**config.mk**
```make
export PLATFORM = sky130hd
export DESIGN_NAME = vesa_pattern_gen
export DESIGN_NICKNAME = d
export VERILOG_FILES = /design/src/rtl/vesa_pkg.sv /design/src/rtl/vesa_pos_tracker.sv /design/src/rtl/vesa_pattern_gen.sv
export SDC_FILE = /design/constraint.sdc
export NUM_CORES = 1
export LEC_CHECK = 0
export ABC_AREA = 1
export BUFFER_PORTS_ARGS = -buffer_cell sky130_fd_sc_hd__buf_2
export CORE_ASPECT_RATIO = 0.5
export CORE_UTILIZATION = 40
export CTS_BUF_LIST = sky130_fd_sc_hd__clkbuf_16
export CTS_CLUSTER_DIAMETER = 60
export DETAILED_ROUTE_END_ITERATION = 16
export REMOVE_ABC_BUFFERS = 1
export SYNTH_ARGS = -nofsm -noshare
export SYNTH_HDL_FRONTEND = slang
export SYNTH_SLANG_ARGS = --single-unit
```
**constraint.sdc**
```tcl
create_clock -name clk -period 3.5 [get_ports clk]
set_clock_uncertainty 0.1 [all_clocks]
set_input_delay 0.175 -clock clk [delete_from_list [all_inputs] [get_ports clk]]
set_output_delay 0.175 -clock clk [all_outputs]
set_load 0.005 [all_outputs]
```
**src/rtl/vesa_pkg.sv**
```systemverilog
// Shared definitions for the VESA test-pattern source: pattern codes, bar colours, pixel type.
package vesa_pkg;

    typedef logic [23:0] rgb_t;

    localparam logic [2:0] PAT_BARS     = 3'd0;
    localparam logic [2:0] PAT_GRID     = 3'd1;
    localparam logic [2:0] PAT_GRADIENT = 3'd2;
    localparam logic [2:0] PAT_SOLID    = 3'd3;
    localparam logic [2:0] PAT_CHECKER  = 3'd4;

    // Index 0 is the leftmost bar (white), index 7 the rightmost (black).
    localparam logic [7:0][23:0] BAR_TABLE = {
        24'h000000,  // 7 black
        24'h0000FF,  // 6 blue
        24'hFF0000,  // 5 red
        24'hFF00FF,  // 4 magenta
        24'h00FF00,  // 3 green
        24'h00FFFF,  // 2 cyan
        24'hFFFF00,  // 1 yellow
        24'hFFFFFF   // 0 white
    };

    function automatic rgb_t bar_color(input logic [2:0] idx);
        return BAR_TABLE[idx];
    endfunction

endpackage

```
**src/rtl/vesa_pos_tracker.sv**
```systemverilog
// Local pixel position tracking from de_in/vsync_in: x, y, bar state and frame-start event.
module vesa_pos_tracker
    import vesa_pkg::*;
#(
    parameter int unsigned H_ACTIVE = 1920,
    parameter int unsigned V_ACTIVE = 1080,
    parameter int unsigned X_W      = 12,
    parameter int unsigned Y_W      = 11
) (
    input  logic           clk,
    input  logic           rst_n,
    input  logic           de_in,
    input  logic           vsync_in,
    output logic           de_s1,
    output logic           vsync_s1,
    output logic [X_W-1:0] x,
    output logic [Y_W-1:0] y,
    output logic [2:0]     bar_idx,
    output logic           frame_evt,
    output logic           frame_start
);

    localparam logic [X_W-1:0] X_MAX   = X_W'(H_ACTIVE - 1);
    localparam logic [X_W-1:0] BAR_MAX = X_W'(H_ACTIVE / 8 - 1);
    localparam logic [Y_W-1:0] Y_MAX   = Y_W'(V_ACTIVE - 1);

    logic           de_q, vsync_q;
    logic [X_W-1:0] x_q, x_d;
    logic [X_W-1:0] bar_cnt_q, bar_cnt_d;
    logic [2:0]     bar_idx_q, bar_idx_d;
    logic [Y_W-1:0] y_q, y_d;
    logic           fs_pipe_q, frame_start_q;
    logic           line_end;

    assign line_end  = de_q && !de_in;
    assign frame_evt = vsync_q && !vsync_in;

    // x/bar state describe the pixel currently held in stage 1.
    always_comb begin
        x_d       = x_q;
        bar_cnt_d = bar_cnt_q;
        bar_idx_d = bar_idx_q;
        y_d       = y_q;
        if (de_in && de_q) begin
            if (x_q != X_MAX) begin
                x_d = x_q + X_W'(1);
                if (bar_cnt_q == BAR_MAX) begin
                    bar_cnt_d = '0;
                    bar_idx_d = bar_idx_q + 3'd1;
                end else begin
                    bar_cnt_d = bar_cnt_q + X_W'(1);
                end
            end
        end else begin
            x_d       = '0;
            bar_cnt_d = '0;
            bar_idx_d = '0;
        end
        // Frame-start wins over a coincident line end.
        if (frame_evt) begin
            y_d = '0;
        end else if (line_end && (y_q != Y_MAX)) begin
            y_d = y_q + Y_W'(1);
        end
    end

    always_ff @(posedge clk or negedge rst_n) begin
        if (!rst_n) begin
            de_q          <= 1'b0;
            vsync_q       <= 1'b1;
            x_q           <= '0;
            bar_cnt_q     <= '0;
            bar_idx_q     <= '0;
            y_q           <= '0;
            fs_pipe_q     <= 1'b0;
            frame_start_q <= 1'b0;
        end else begin
            de_q          <= de_in;
            vsync_q       <= vsync_in;
            x_q           <= x_d;
            bar_cnt_q     <= bar_cnt_d;
            bar_idx_q     <= bar_idx_d;
            y_q           <= y_d;
            fs_pipe_q     <= frame_evt;
            frame_start_q <= fs_pipe_q;
        end
    end

    assign de_s1       = de_q;
    assign vsync_s1    = vsync_q;
    assign x           = x_q;
    assign y           = y_q;
    assign bar_idx     = bar_idx_q;
    assign frame_start = frame_start_q;

endmodule

```
**src/rtl/vesa_pattern_gen.sv**
```systemverilog
// Two-stage test-pattern source behind the VESA timing generator.
// Optional PATTERN_MOTION_EN: horizontal scroll of grid/gradient/checker by one pixel per frame.
module vesa_pattern_gen
    import vesa_pkg::*;
#(
    parameter int unsigned H_ACTIVE = 1920,
    parameter int unsigned V_ACTIVE = 1080,
    parameter int unsigned X_W      = 12,
    parameter int unsigned Y_W      = 11
) (
    input  logic        clk,
    input  logic        rst_n,
    input  logic        hsync_in,
    input  logic        vsync_in,
    input  logic        de_in,
    input  logic [2:0]  pattern_sel,
    input  logic [23:0] solid_rgb,
    output logic        hsync,
    output logic        vsync,
    output logic        de,
    output logic [23:0] rgb,
    output logic        frame_start
);

    localparam logic [X_W-1:0] X_MAX = X_W'(H_ACTIVE - 1);
    localparam logic [Y_W-1:0] Y_MAX = Y_W'(V_ACTIVE - 1);

    logic           de_s1, vsync_s1, hsync_s1_q;
    logic [X_W-1:0] x, x_eff;
    logic [Y_W-1:0] y;
    logic [2:0]     bar_idx;
    logic           frame_evt;

    logic [2:0]     sel_q;
    rgb_t           solid_q;
    rgb_t           pix;
    logic           hsync_q, vsync_q, de_q;
    rgb_t           rgb_q;

    vesa_pos_tracker #(
        .H_ACTIVE (H_ACTIVE),
        .V_ACTIVE (V_ACTIVE),
        .X_W      (X_W),
        .Y_W      (Y_W)
    ) u_pos (
        .clk         (clk),
        .rst_n       (rst_n),
        .de_in       (de_in),
        .vsync_in    (vsync_in),
        .de_s1       (de_s1),
        .vsync_s1    (vsync_s1),
        .x           (x),
        .y           (y),
        .bar_idx     (bar_idx),
        .frame_evt   (frame_evt),
        .frame_start (frame_start)
    );

`ifdef PATTERN_MOTION_EN
    logic [7:0] frame_cnt_q;

    always_ff @(posedge clk or negedge rst_n) begin
        if (!rst_n) begin
            frame_cnt_q <= '0;
        end else if (frame_evt) begin
            frame_cnt_q <= frame_cnt_q + 8'd1;
        end
    end

    assign x_eff = x + X_W'(frame_cnt_q);
`else
    assign x_eff = x;
`endif

    // Selection is only sampled at frame start so a frame is never torn.
    always_ff @(posedge clk or negedge rst_n) begin
        if (!rst_n) begin
            sel_q   <= PAT_BARS;
            solid_q <= '0;
        end else if (frame_evt) begin
            sel_q   <= pattern_sel;
            solid_q <= solid_rgb;
        end
    end

    always_comb begin
        pix = '0;
        case (sel_q)
            PAT_BARS: pix = bar_color(bar_idx);
            PAT_GRID: begin
                if ((x_eff[5:0] == 6'd0) || (y[5:0] == 6'd0) || (x_eff == X_MAX) || (y == Y_MAX)) begin
                    pix = 24'hFFFFFF;
                end
            end
            PAT_GRADIENT: pix = {x_eff[7:0], y[7:0], x_eff[7:0] + y[7:0]};
            PAT_SOLID:    pix = solid_q;
            PAT_CHECKER: begin
                if (x_eff[6] ^ y[6]) begin
                    pix = 24'hFFFFFF;
                end
            end
            default:      pix = '0;
        endcase
    end

    always_ff @(posedge clk or negedge rst_n) begin
        if (!rst_n) begin
            hsync_s1_q <= 1'b1;
            hsync_q    <= 1'b1;
            vsync_q    <= 1'b1;
            de_q       <= 1'b0;
            rgb_q      <= '0;
        end else begin
            hsync_s1_q <= hsync_in;
            hsync_q    <= hsync_s1_q;
            vsync_q    <= vsync_s1;
            de_q       <= de_s1;
            rgb_q      <= de_s1 ? pix : '0;
        end
    end

    assign hsync = hsync_q;
    assign vsync = vsync_q;
    assign de    = de_q;
    assign rgb   = rgb_q;

endmodule

```
* After elaboration in Yosys (flattened, before gate mapping)
Memory sizes are Yosys's and may differ from the RTL's.
Index checks and enable logic that the tools add are counted.
** Storage, ports and cells
- Bits in registers :: 97
- Memory bits (read-only) :: 192
- Input bits :: 32
- Output and inout port bits :: 28
- Word-level logic and storage cells :: 63
- Memories :: 1
** Memory list
- (name not given) :: words 8, bits a word 24, rd ports 1, clocked after Yosys merged registers in 0, write ports 0, RTL line vesa_pkg.sv:25 : return BAR_TABLE[idx];
** Cells by class
- Add/subtract/negate cells :: 5
- $lt $le $gt $ge :: 1
- Equal/unequal tests :: 11
- Multiplexer cells :: 15
- Bitwise gates (word level) :: 1
- Reduce and logical (&&, ||, !) cells :: 14
** Operators with widths (count)
- 24-bit case mux with 5 select lines :: 1
- 24-bit two-way mux :: 4
- 12-bit two-way mux :: 5
- 12-bit by 1-bit adder with 12-bit output, second input constant :: 2
- 11-bit two-way mux :: 2
- 12-bit by 11-bit equality test with 1-bit output, second input constant :: 1
- 12-bit by 8-bit equality test with 1-bit output, second input constant :: 1
- 6-bit zero test :: 2
- 12-bit by 11-bit inequality test with 1-bit output, second input constant :: 1
- 11-bit by 1-bit adder with 11-bit output, second input constant :: 1
- 11-bit equality test, second input constant :: 1
- 11-bit inequality test, second input constant :: 1
- 3-bit two-way mux :: 3
- 8-bit adder :: 1
- 3-bit by 2-bit equality test with 1-bit output, second input constant :: 2
- 1-bit logical AND :: 4
- 3-bit by 4-bit < comparator with 1-bit output, second input constant :: 1
- 2-bit inequality test, second input constant :: 2
- 3-bit by 1-bit adder with 3-bit output, second input constant :: 1
- 3-bit by 1-bit equality test with 1-bit output, second input constant :: 1
- 3-bit equality test, second input constant :: 1
- 3-bit zero test :: 1
- 1-bit logical OR :: 3
- 1-bit zero test :: 2
- 3 further kinds :: 3

* Logic depth before layout (Yosys ltp)
Gate-level depths: netlist (run 1).
- Depth in word-level cells :: 7
- Gate-level depth with buffers :: 11
- Gate-level depth less buffers :: 11

* Modules after synthesis
A second synthesis (run 1) with hierarchy kept.
** Unflattened totals
- Cells, all modules :: 656
- Area, all modules :: 5241.3 µm²
** By module, submodules not included
- vesa_pattern_gen :: instances 1, cells each 318, area each 2802.7 µm², seq. area each 1380.1 µm²
- vesa_pos_tracker :: instances 1, cells each 338, area each 2438.6 µm², seq. area each 1052.3 µm²

* Least setup slack after synthesis (run 1)
No wires, ideal clock.
- Path type :: reg-to-reg
- Start :: register u_pos.y_q[0], in the netlist u_pos.y[0]
- End :: register rgb_q[2], in the netlist rgb[2]
- Arrival :: 1.637 ns
- Path slack :: 1.650 ns
- Stages on the path, launching flop included :: 8
- Buffers on the path :: 0
- Cells stage by stage :: dfrtp_1 ha_1 fa_1 or2_2 a31oi_1 nand3_1 nand2_1 inv_1
** Between the ends
- Longest elaborated chain between the ends :: 7
** RTL lines
- from (decl) :: RTL line vesa_pos_tracker.sv:31 : logic [Y_W-1:0] y_q, y_d;
- from (signal assigned) :: RTL line vesa_pos_tracker.sv:83 : y_q <= y_d;
- branches (longest 5 deep; another with 8-bit adder)
- 24-bit case mux with 5 select lines * :: RTL line vesa_pattern_gen.sv:88 : case (sel_q)
- 24-bit two-way mux * :: RTL line vesa_pattern_gen.sv:118 : rgb_q <= de_s1 ? pix : '0;
- to (signal assigned) :: RTL line vesa_pattern_gen.sv:118
- to (decl) :: RTL line vesa_pattern_gen.sv:38 : rgb_t rgb_q;
Every way passes the cells marked *.
A chain may end at the register's enable or synchronous reset.

* Worst setup path in the final report (run 1)
- Start :: register u_pos.x_q[1], in the netlist u_pos.x[1]
- End :: register rgb_q[2], in the netlist rgb[2]
** Between the ends
- Longest elaborated chain between the ends :: 7
** RTL lines
- from (decl) :: RTL line vesa_pos_tracker.sv:28 : logic [X_W-1:0] x_q, x_d;
- from (signal assigned) :: RTL line vesa_pos_tracker.sv:71 : x_q <= '0;
- from (signal assigned) :: RTL line vesa_pos_tracker.sv:80 : x_q <= x_d;
- branches (longest 5 deep; another with 8-bit adder)
- 24-bit case mux with 5 select lines * :: RTL line vesa_pattern_gen.sv:88
- 24-bit two-way mux * :: RTL line vesa_pattern_gen.sv:118
Marks and branches as above.

==> run_results.csv, run 1 <==
group,metric,value,unit
grt,grt_pass1_vias,4005,
floorplan,placement_rows,28,
sta,maxSlewHeadroom,50.1,%
worst_setup_path,slowest_delay,520,ps
yosys,synth-seq-cells,97,
clock_tree,clockBufferDepth,2,
clock_tree,clock-sinks,97,
route,wirelength,11400,µm
layout,postLayoutCoreUtil,50.6,%
yosys,synth_xor_area_share,1.39,%
min_path,worstHoldStart,"u_pos.fs_pipe_q",
power_and_ir_drop,ir_worst_vdd,0.000243,V
grt,grt_pass1_wl,19500,µm
sta,finalCriticalPeriod,2110,ps
sta,finalCritPeriodShare,60.2,%
sta,rsz0062_at_grt,"no",
floorplan,dieArea,0.0131,mm²
placement,gp_congestion,0.910,
floorplan,start_util,41.8,%
yosys,netlist_area,0.00503,mm²
placement,dp.cells,838,
route,vias,4292,
route,routed_via_density,4.85,
yosys,synthArstFlopShare,100,%
worst_setup_path,endpoint_kind,"register",
power_and_ir_drop,power.density,446,mW/mm²
worst_setup_path,critPathKind,"reg2reg",
worst_setup_path,startpoint,"u_pos.x[1]",
route,final_antenna_net_count,0,
yosys,synth_ff_type,"dfrtp_1",
yosys,seq_area_frac_synth,48.4,%
grt,overflow,0,
status,outcome,"finished, final reports clean",
sta,setup_viol,0,
power_and_ir_drop,p_leak,3.21,nW
layout,instances_no_fill,885,
route,drc,0,
route,first_pass_iters,4,
layout,final_nets,761,
clock_tree,cts_tree,"built",
worst_setup_path,crit_top_cell,"nand3_1",
sta,worst_pin_slew,748,ps
yosys,muxShareOfSynthArea,0,%
min_path,hold_path.class,"reg2reg",
placement,port_buffers,59,
grt,grt_use_total,19.2,%
layout,antennaDiodeCount,0,
clock_tree,post_cts_resized,0,
placement,dp_hpwl,7890,µm
grt,grt_max_degree,45,
yosys,synth_edf_count,0,
sta,fmax,474,MHz
sta,timing.setup.tns,0,ps
yosys,yosys.area_share.simple,30.1,%
worst_setup_path,arrival,2290,ps
sta,hold_slack,250,ps
worst_setup_path,worstReg2RegStart,"u_pos.x[1]",
grt,antenna_found_initial,0,
route,drtIter0Drc,254,
floorplan,die_h,81.3,µm
yosys,yosysWarnings,0,
clock_tree,cts_root_buf,"clkbuf_16",
clock_tree,numCtsBuffers,9,
yosys,synth_top_family_by_area,"simple AND/OR/NAND/NOR gates",
worst_setup_path,reg2reg_slack,1390,ps
yosys,synth_fa_ha_area_share,3.63,%
yosys,syn_inst,627,
worst_setup_path,start_kind,"register",
floorplan,pin_count,60,
floorplan,die_w,161,µm
worst_setup_path,cp_cell_sequence,"ha_1 > nand2_1 > nor2_2 > nand3_1 > nand3_1 > nand2_2 > nand3_1 > nand2_1 > inv_1",
job,cap_violations,0,
layout,drive_above_1_share,15.3,%
worst_setup_path,worst_path_max_delay_cell,"dfrtp_1",
yosys,synth_area_per_cell,8.02,µm²
yosys,synth-compound-area-share,8.56,%
worst_setup_path,worstPathMaxFanout,24,
yosys,ys_types,37,
clock_tree,path_clk_slew,70,ps
worst_setup_path,cp.required,3680,ps
sta,finalHoldViolCount,0,
clock_tree,insertion_delay,340,ps
clock_tree,h-tree-depth,3,
worst_setup_path,cp_num_buf_inv,1,
worst_setup_path,cp_top_family,"simple AND/OR/NAND/NOR gates",
floorplan,core,0.0120,mm²
sta,slew_violations,0,
layout,syn2layout_area_growth,20.9,%
route,wl_per_cell,12.9,µm
-- logic make-up after synthesis --
group,after synthesis
AOI/OAI and AO/OA,73
xor gates and xnor gates,8
adders and majority gates,14
buffers and inverters,96
DFF,97
and+or+nand+nor,339
-- registers in the layout, summed over array words and instances, names as in the netlist, 3 cells and up --
register         cells
u_pos.bar_idx        3
rgb                 24
u_pos.y             11
sel_q                3
solid_q             24
u_pos.x             12
u_pos.bar_cnt_q     12
-- cells in the mapped netlist, types with 2 or more instances --
master / n / area, µm²
nand2_1: 196 / 736
inv_1: 72 / 270
o21ai_1: 7 / 35.0
nor2_4: 3 / 33.8
buf_6: 3 / 33.8
o21bai_1: 2 / 15.0
xnor2_1: 2 / 17.5
nand3b_1: 4 / 30.0
o31ai_1: 2 / 15.0
buf_2: 8 / 40.0
clkbuf_1: 8 / 30.0
nand4_1: 10 / 62.6
inv_2: 3 / 11.3
nand2_2: 4 / 25.0
nor3_1: 7 / 35.0
a22oi_1: 18 / 135
dfstp_2: 4 / 105
a21oi_1: 21 / 105
or2_2: 4 / 25.0
nand2_4: 3 / 33.8
xor2_1: 6 / 52.6
a31oi_1: 5 / 31.3
nand3_1: 60 / 300
o21ai_0: 17 / 85.1
dfrtp_1: 93 / 2330
nor2_1: 40 / 150
ha_1: 13 / 163
nor2_2: 3 / 18.8
-- routing by layer --
metal	vias up	track usage (%)	wire [µm]	part of all wire, %
met3	6	4.19	471	4.1
met1	2002	26.0	5630	49
met2	90	31.9	5290	46
met5	-	0	0	0
met4	0	4.10	46	0.40
li1	2194	-	-	-
-- cell usage in the layout, fill, tap and decap left out, types with 3 or more instances in the layout --
cell / netlist / routed
nor2_4: 3 / 3
or2_2: 4 / 4
a21oi_1: 21 / 21
dfstp_2: 4 / 4
ha_1: 13 / 13
inv_1: 72 / 72
nor2_2: 3 / 3
nand2_1: 196 / 196
nand4_1: 10 / 10
buf_2: 8 / 58
o21ai_1: 7 / 7
xor2_1: 6 / 6
nand2_4: 3 / 3
nand2_2: 4 / 4
buf_4: 0 / 7
nand3_1: 60 / 60
a22oi_1: 18 / 18
nor2_1: 40 / 40
clkbuf_16: 0 / 9
inv_2: 3 / 3
nand3b_1: 4 / 4
dfrtp_1: 93 / 93
nor3_1: 7 / 7
dlygate4sd3_1: 0 / 31
a31oi_1: 5 / 5
o21ai_0: 17 / 17
-- per-stage QoR --
stage	setup WS (ps)	total power (W)	area [µm²]
2_1_floorplan	896	0.00154	4920
3_3_place_gp	1440	0.00171	5470
3_5_place_dp	1420	0.00172	5470
4_1_cts	1410	0.00274	6080
5_1_grt	1160	0.00286	6080
6_report	1390	0.00271	6080
-- where the power goes --
part           internal (W)  total [W]  switching [W]  leakage (nW)
logic              0.000176   0.000432       0.000256          1.80
clock network      0.000554   0.000987       0.000433         0.147
registers           0.00122    0.00129      0.0000708          1.27
total               0.00195    0.00271       0.000759          3.21
-- path summary, 6_finish.rpt --
| check | to | cells past startpoint |
|---|---|---|
| setup / recovery | rgb[2] | 9 |
| hold / removal | u_pos.frame_start | 0 |
| hold reg to reg | u_pos.frame_start | 0 |
| setup reg to reg | rgb[2] | 9 |
| max in group asynchronous | u_pos.vsync_s1 | 3 |
| min in group asynchronous | rgb[1] | 2 |
-- area by class of cell --
type                       instances  area [µm²]
clock buffer                       9         225
timing repair buffer              96         653
tap                              165         206
sequential                        97        2430
clock inverter                     7        70.1
multi-input combinational        434        2200
fill                            1170        5940
inverter                          77         294
-- timing repair --
action | 4_1_cts | 5_1_grt
hold buffers | 31 | 0
buffers inserted | 0 | 0
endpoints found under the hold margin | 70 | 0
(Power assumes the default switching activity.)
==> inputs of run 2 (changes only) <==
- ABC_AREA: 1 -> 0
- clock period: 3.5 -> 2.15 ns (I/O delays scaled with it)
==> run 2 against run 1 <==
  * Clock power grew 73%
  * Setup slack got worse by 1400 ps
  * Register-to-register slack got worse by 1400 ps
  * Global-route usage shrank 0.086 points
  * Hold slack worse by 75 ps
  * Combinational power grew 67%
  * Die area is 8.1% lower
  * Non-clock buffer count rose by 32
  * Core utilization is 4.5 points higher
  * Clock-buffer cell count did not move
  * The flow now finishes with violations (negative setup slack)
  * Critical path type unchanged
==> run_results.csv, run 2 <==
group,metric,value,unit
worst_setup_path,rr_worst_depth,9,
clock_tree,h-tree-depth,3,
placement,port_buffers,59,
power_and_ir_drop,switching_share,25.5,%
floorplan,core,0.0111,mm²
clock_tree,insertion_delay,340,ps
yosys,ys_types,57,
grt,antenna_found_initial,0,
power_and_ir_drop,power.density,735,mW/mm²
yosys,yosys.area.top_type,"dfrtp_1",
worst_setup_path,start_kind,"register",
yosys,netlist_area,0.00462,mm²
worst_setup_path,arrival,2300,ps
yosys,syn_inst,417,
sta,maxSlewHeadroom,66.8,%
sta,finalCriticalPeriod,2170,ps
route,final_antenna_net_count,0,
grt,grt_use_total,19.1,%
worst_setup_path,cp_top_family,"simple AND/OR/NAND/NOR gates",
layout,drive_above_1_share,33.7,%
yosys,synth-seq-cells,97,
power_and_ir_drop,combPwrFrac,16.0,%
yosys,synthArstFlopShare,100,%
placement,gp_congestion,0.856,
clock_tree,clockBufferDepth,2,
status,failed_checks,"negative setup slack",
worst_setup_path,cp.required,2280,ps
grt,use_met1,26.5,%
route,drtIter0Drc,231,
clock_tree,path_clk_slew,70,ps
sta,rsz0062_at_grt,"yes",
worst_setup_path,cp_num_buf_inv,3,
worst_setup_path,reg2reg_slack,-20,ps
power_and_ir_drop,internal_power,0.00336,W
layout,postLayoutCoreUtil,55.1,%
worst_setup_path,critPathKind,"reg2reg",
min_path,hold_path.class,"in2async",
power_and_ir_drop,clockPowerShare,38.1,%
route,wl_per_cell,15.9,µm
grt,grt_busiest_layer,"met2",
floorplan,dieArea,0.0120,mm²
yosys,synth_ff_type,"dfrtp_1",
worst_setup_path,worstReg2RegStart,"u_pos.x[0]",
grt,grt_pass1_vias,3648,
floorplan,die_w,154,µm
job,cap_violations,0,
floorplan,pin_count,60,
clock_tree,numCtsBuffers,9,
status,outcome,"complete, but fails checks",
worst_setup_path,slowest_delay,550,ps
grt,grt_use_met2,31.2,%
worst_setup_path,r2r_end,"u_pos.bar_cnt_q[6]",
sta,timing.setup.tns,-82.7,ps
layout,syn2layout_area_growth,32.7,%
layout,final_common_cell,"dfrtp_1",
floorplan,die_h,78.0,µm
floorplan,placement_rows,27,
layout,antennaDiodeCount,0,
grt,overflow,0,
layout,final_cell_mix,"dfrtp_1, buf_2, nor2_1, buf_4, dlygate4sd3_1",
worst_setup_path,cp_cell_sequence,"buf_6 > ha_4 > nand3_2 > or4_4 > buf_4 > buf_4 > o21ai_2 > xor2_1 > nor2_1",
yosys,yosysTopAreaCellShare,50.4,%
yosys,yosysWarnings,0,
layout,final.fill_count,975,
yosys,post-synth-top-count-cell,"dfrtp_1",
layout,final_nets,584,
sta,slew_violations,0,
route,first_pass_iters,4,
worst_setup_path,worst_path_max_delay_cell,"or4_4",
placement,dp.cells,635,
sta,hold_slack,175,ps
route,wirelength,10900,µm
grt,grt_pass1_wl,18100,µm
worst_setup_path,crit_top_cell,"buf_4",
power_and_ir_drop,seqPwrFrac,45.9,%
sta,setup_viol,7,
grt,grt_max_degree,62,
yosys,synthTopCellsByCount,"dfrtp_1, a21oi_1, nor2_1",
route,vias,3661,
worst_setup_path,worstPathMaxFanout,5,
clock_tree,clock-sinks,97,
yosys,synth_area_per_cell,11.1,µm²
grt,met3_usage,3.58,%
placement,dp_hpwl,7180,µm
worst_setup_path,endpoint_kind,"register",
clock_tree,cts_tree,"built",
power_and_ir_drop,ir_worst_vdd,0.000384,V
power_and_ir_drop,power_switching,0.00115,W
sta,finalHoldViolCount,0,
floorplan,start_util,41.5,%
sta,finalCritPeriodShare,101,%
route,drc,0,
yosys,synth_area_leaders,"dfrtp_1, mux2_2, a21oi_1",
clock_tree,cts_root_buf,"clkbuf_16",
yosys,seq_area_frac_synth,52.7,%
sta,worst_pin_slew,496,ps
layout,instances_no_fill,688,
yosys,synth_edf_count,0,
sta,fmax,460,MHz
route,routed_via_density,5.32,
worst_setup_path,cp.depth,9,
sta,layout_setup_ws,-22.8,ps
power_and_ir_drop,p_leak,2.70,nW
-- run 2: stage by stage --
step | power [W] | worst slack [ps] | cell area (µm²)
after floorplan | 0.00241 | -647 | 4530
after global placement | 0.00270 | -33.6 | 5300
after detailed placement | 0.00271 | -109 | 5300
after CTS | 0.00451 | -11.6 | 5970
after global routing | 0.00472 | -105 | 6130
final | 0.00450 | -22.8 | 6130
-- run 2: what timing repair did --
item                                   CTS  global route
setup endpoints to repair               24            38
pin swaps                                4             9
resized for setup                        7            26
buffers inserted                         2             6
gates cloned                             0             0
endpoints found under the hold margin   67             0
hold buffers                            31             0
-- run 2: routing by layer --
layer / vias to the layer above / wire length, µm
met5: - / 0
met3: 6 / 331
li1: 1749 / -
met2: 70 / 5260
met4: 0 / 70
met1: 1836 / 5280
-- run 2: kinds of logic (layout without fill, tap and decap cells) --
kind of cell             count (synthesis)  count (layout)  synth area share [%]
XOR/XNOR                                30              30                  5.69
buffers and inverters                   26             152                  2.47
AND/OR/NAND/NOR                        123             123                  14.3
multiplexers                            29              29                  7.02
AO/OA/AOI/OAI                           98              98                  13.9
flip-flops                              97              97                  52.7
adder cells (fa/ha/maj)                 14              14                  3.96
-- run 2: worst max path at each step --
stage                   startpoint                 end  slack [ps]
detailed placement      u_pos.y[0]             rgb[11]        -110
floorplan           u_pos.vsync_s1            sel_q[0]        -650
finish                  u_pos.x[0]  u_pos.bar_cnt_q[6]         -20
global placement        u_pos.y[0]              rgb[8]         -30
CTS                     u_pos.x[0]  u_pos.bar_cnt_q[6]         -10
global route            u_pos.x[0]             rgb[14]        -100
-- run 2: layout make-up --
cell class / instances / area (µm²) / area share, %
Timing Repair Buffer: 128 / 951 / 15.5
Tap cell: 145 / 181 / 2.96
Inverter: 8 / 30.0 / 0.490
Sequential cell: 97 / 2430 / 39.7
Multi-Input combinational cell: 294 / 2210 / 36.1
Clock buffer: 9 / 225 / 3.68
Clock inverter: 7 / 93.8 / 1.53
-- run 2: power by group through the flow --
stage	Clock (W)	Sequential, W	Combinational (W)
after floorplan	0	0.00210	0.000310
after CTS	0.00177	0.00207	0.000675
after global placement	0	0.00211	0.000595
final	0.00171	0.00207	0.000720
after detailed placement	0	0.00211	0.000604
after global routing	0.00184	0.00209	0.000794
==> inputs of run 3 (changes only) <==
--- a/config.mk
+++ b/config.mk
@@ -7,6 +7,5 @@
 export LEC_CHECK = 0
 export ABC_AREA = 0
-export BUFFER_PORTS_ARGS = -buffer_cell sky130_fd_sc_hd__buf_2
-export CORE_ASPECT_RATIO = 0.5
+export BUFFER_PORTS_ARGS = -buffer_cell sky130_fd_sc_hd__buf_4
 export CORE_UTILIZATION = 40
 export CTS_BUF_LIST = sky130_fd_sc_hd__clkbuf_16
==> constraint.sdc (replaced) <==
create_clock -name clk -period 2.15 [get_ports clk]
set_clock_uncertainty 0.1 [all_clocks]
set_input_delay 0.1075 -clock clk [delete_from_list [all_inputs] [get_ports clk]]
set_output_delay 0.1075 -clock clk [all_outputs]
set_load 0.05 [all_outputs]
==> run 3 against run 2 <==
  * The run still ends with negative setup slack left
  * Clock power is 16% lower
  * Hold slack better by 51 ps
  * Clock-buffer cell count stayed put
  * Sequential power hardly changed
  * Sequential cell count stayed put
  * Register-to-register slack hardly changed
  * Maximum frequency is 0.49% higher
  * Combinational power is 37% higher
  * Critical path type unchanged
==> run_results.csv, run 3 (synthesis gave the netlist of run 2 again) <==
group,metric,value,unit
floorplan,pin_count,60,
layout,syn2layout_area_growth,34.0,%
route,wl_per_cell,15.5,µm
route,vias,3600,
sta,slew_violations,0,
route,wirelength,10600,µm
worst_setup_path,cp_num_buf_inv,12,
clock_tree,cts_root_buf,"clkbuf_16",
layout,antennaDiodeCount,0,
worst_setup_path,worstReg2RegStart,"u_pos.x[0]",
power_and_ir_drop,p_leak,2.71,nW
sta,finalHoldViolCount,0,
power_and_ir_drop,seqPwrFrac,46.2,%
worst_setup_path,cp.required,2300,ps
placement,port_buffers,59,
sta,hold_slack,226,ps
worst_setup_path,endpoint_kind,"register",
layout,final_cell_area,0.00619,mm²
worst_setup_path,startpoint,"u_pos.x[0]",
worst_setup_path,cp_top_family,"buffers and inverters",
layout,drive_above_1_share,32.7,%
placement,dpl-instance-area,0.00540,mm²
clock_tree,cts_tree,"built",
sta,fmax,462,MHz
worst_setup_path,worst_path_max_delay_cell,"dfrtp_1",
sta,worst_pin_slew,560,ps
floorplan,core,0.0110,mm²
sta,setup_viol,1,
floorplan,die_h,109,µm
grt,grt_pass1_wl,17900,µm
floorplan,die_w,109,µm
layout,final_nets,586,
clock_tree,clock-sinks,97,
worst_setup_path,critPathKind,"reg2reg",
grt,antenna_found_initial,0,
job,cap_violations,0,
power_and_ir_drop,power_switching,0.00134,W
placement,dp_hpwl,6960,µm
clock_tree,h-tree-depth,3,
clock_tree,insertion_delay,350,ps
power_and_ir_drop,ir_worst_vdd,0.000580,V
worst_setup_path,crit_top_cell,"buf_4",
worst_setup_path,slowest_delay,400,ps
worst_setup_path,reg2reg_slack,-10,ps
power_and_ir_drop,combPwrFrac,21.9,%
clock_tree,clockBufferDepth,2,
layout,final_common_cell,"buf_4",
power_and_ir_drop,switching_share,29.7,%
sta,finalCritPeriodShare,101,%
placement,gp_congestion,0.787,
power_and_ir_drop,power.density,727,mW/mm²
sta,finalCriticalPeriod,2160,ps
power_and_ir_drop,internal_power,0.00316,W
layout,final_cell_mix,"buf_4, dfrtp_1, nor2_1, dlygate4sd3_1, a21oi_1",
grt,grt_pass1_vias,3662,
grt,grt_use_total,19.8,%
clock_tree,path_clk_slew,60,ps
route,drc,0,
worst_setup_path,start_kind,"register",
worst_setup_path,worstPathMaxFanout,3,
layout,instances_no_fill,685,
placement,dp.cells,624,
sta,layout_setup_ws,-12.2,ps
floorplan,placement_rows,38,
power_and_ir_drop,clockPowerShare,31.9,%
status,outcome,"complete, but fails checks",
route,drtIter0Drc,140,
status,failed_checks,"negative setup slack",
grt,overflow,0,
min_path,hold_path.class,"in2async",
worst_setup_path,cp_cell_sequence,"inv_2 > buf_6 > buf_4 > buf_4 > buf_4 > buf_4 > buf_4 > buf_4 > buf_4 > buf_4 > buf_4 > buf_4 > xnor2_2 > nor2_1",
floorplan,start_util,41.8,%
sta,rsz0062_at_grt,"yes",
route,routed_via_density,5.26,
clock_tree,numCtsBuffers,9,
grt,grt_max_degree,98,
worst_setup_path,arrival,2310,ps
sta,maxSlewHeadroom,62.7,%
floorplan,dieArea,0.0120,mm²
route,first_pass_iters,4,
route,final_antenna_net_count,0,
placement,dp_slack,-7.12,ps
run 3: changes by cell type in the layout (fill, tap and decap cells not counted), moves of 2 or more:
cell	change
a21oi_1	+6
a21oi_2	-6
buf_2	-58
buf_4	+63
bufinv_16	-2
clkinvlp_4	+2
o2111ai_1	+2
o21ai_0	+2
o21ai_1	-2
run 3: layout make-up:
cell class	count	area (µm²)
fillers	980	4840
flip-flops and latches	97	2430
multi-input cells	294	2190
repair buffers	130	1090
clock buffers	9	225
well taps	140	175
clock inverters	7	38.8
inverters	8	30.0
run 3: layer usage:
layer	track usage (%)	vias to the layer above	share of wire, %
li1	-	1749	-
met1	25.4	1769	46
met2	32.3	65	49
met3	5.22	17	3.8
met4	7.05	0	1.7
met5	0	-	0
run 3: metrics by stage:
step	setup TNS (ps)	utilization [%]	power [W]
after global routing	-984	56.1	0.00471
after detailed placement	-14.8	48.9	0.00299
after floorplan	-24470	-	0.00263
after CTS	0	55.4	0.00454
after global placement	0	48.9	0.00298
final	-12.2	56.1	0.00449
run 3: power groups by stage:
stage	logic, W	clock network (W)	registers, W
final	0.000985	0.00143	0.00208
after global routing	0.00107	0.00156	0.00209
after floorplan	0.000310	0	0.00232
after detailed placement	0.000881	0	0.00211
after CTS	0.000977	0.00149	0.00208
after global placement	0.000866	0	0.00211
run 3: worst paths after layout:
path,cells after the start,endpoint
worst max-delay path,14,u_pos.x[0]
worst min-delay path,3,u_pos.y[8]
worst max register to register,14,u_pos.x[0]
worst min register to register,0,u_pos.frame_start
max in group asynchronous,3,u_pos.y[6]
min in group clk,0,u_pos.frame_start
run 3: tightest hold or removal path, cell delays in order:
cell and delay [ps]:
dlygate4sd3_1 530, buf_4 110, buf_12 340
run 3: timing repair:
item                                    in CTS  in global routing
hold buffers                                31                  0
pin swaps                                    5                  6
endpoints found under the setup margin      21                 36
hold endpoints to repair                   123                  0
resized for setup                           10                 16
buffers inserted                            13                  1
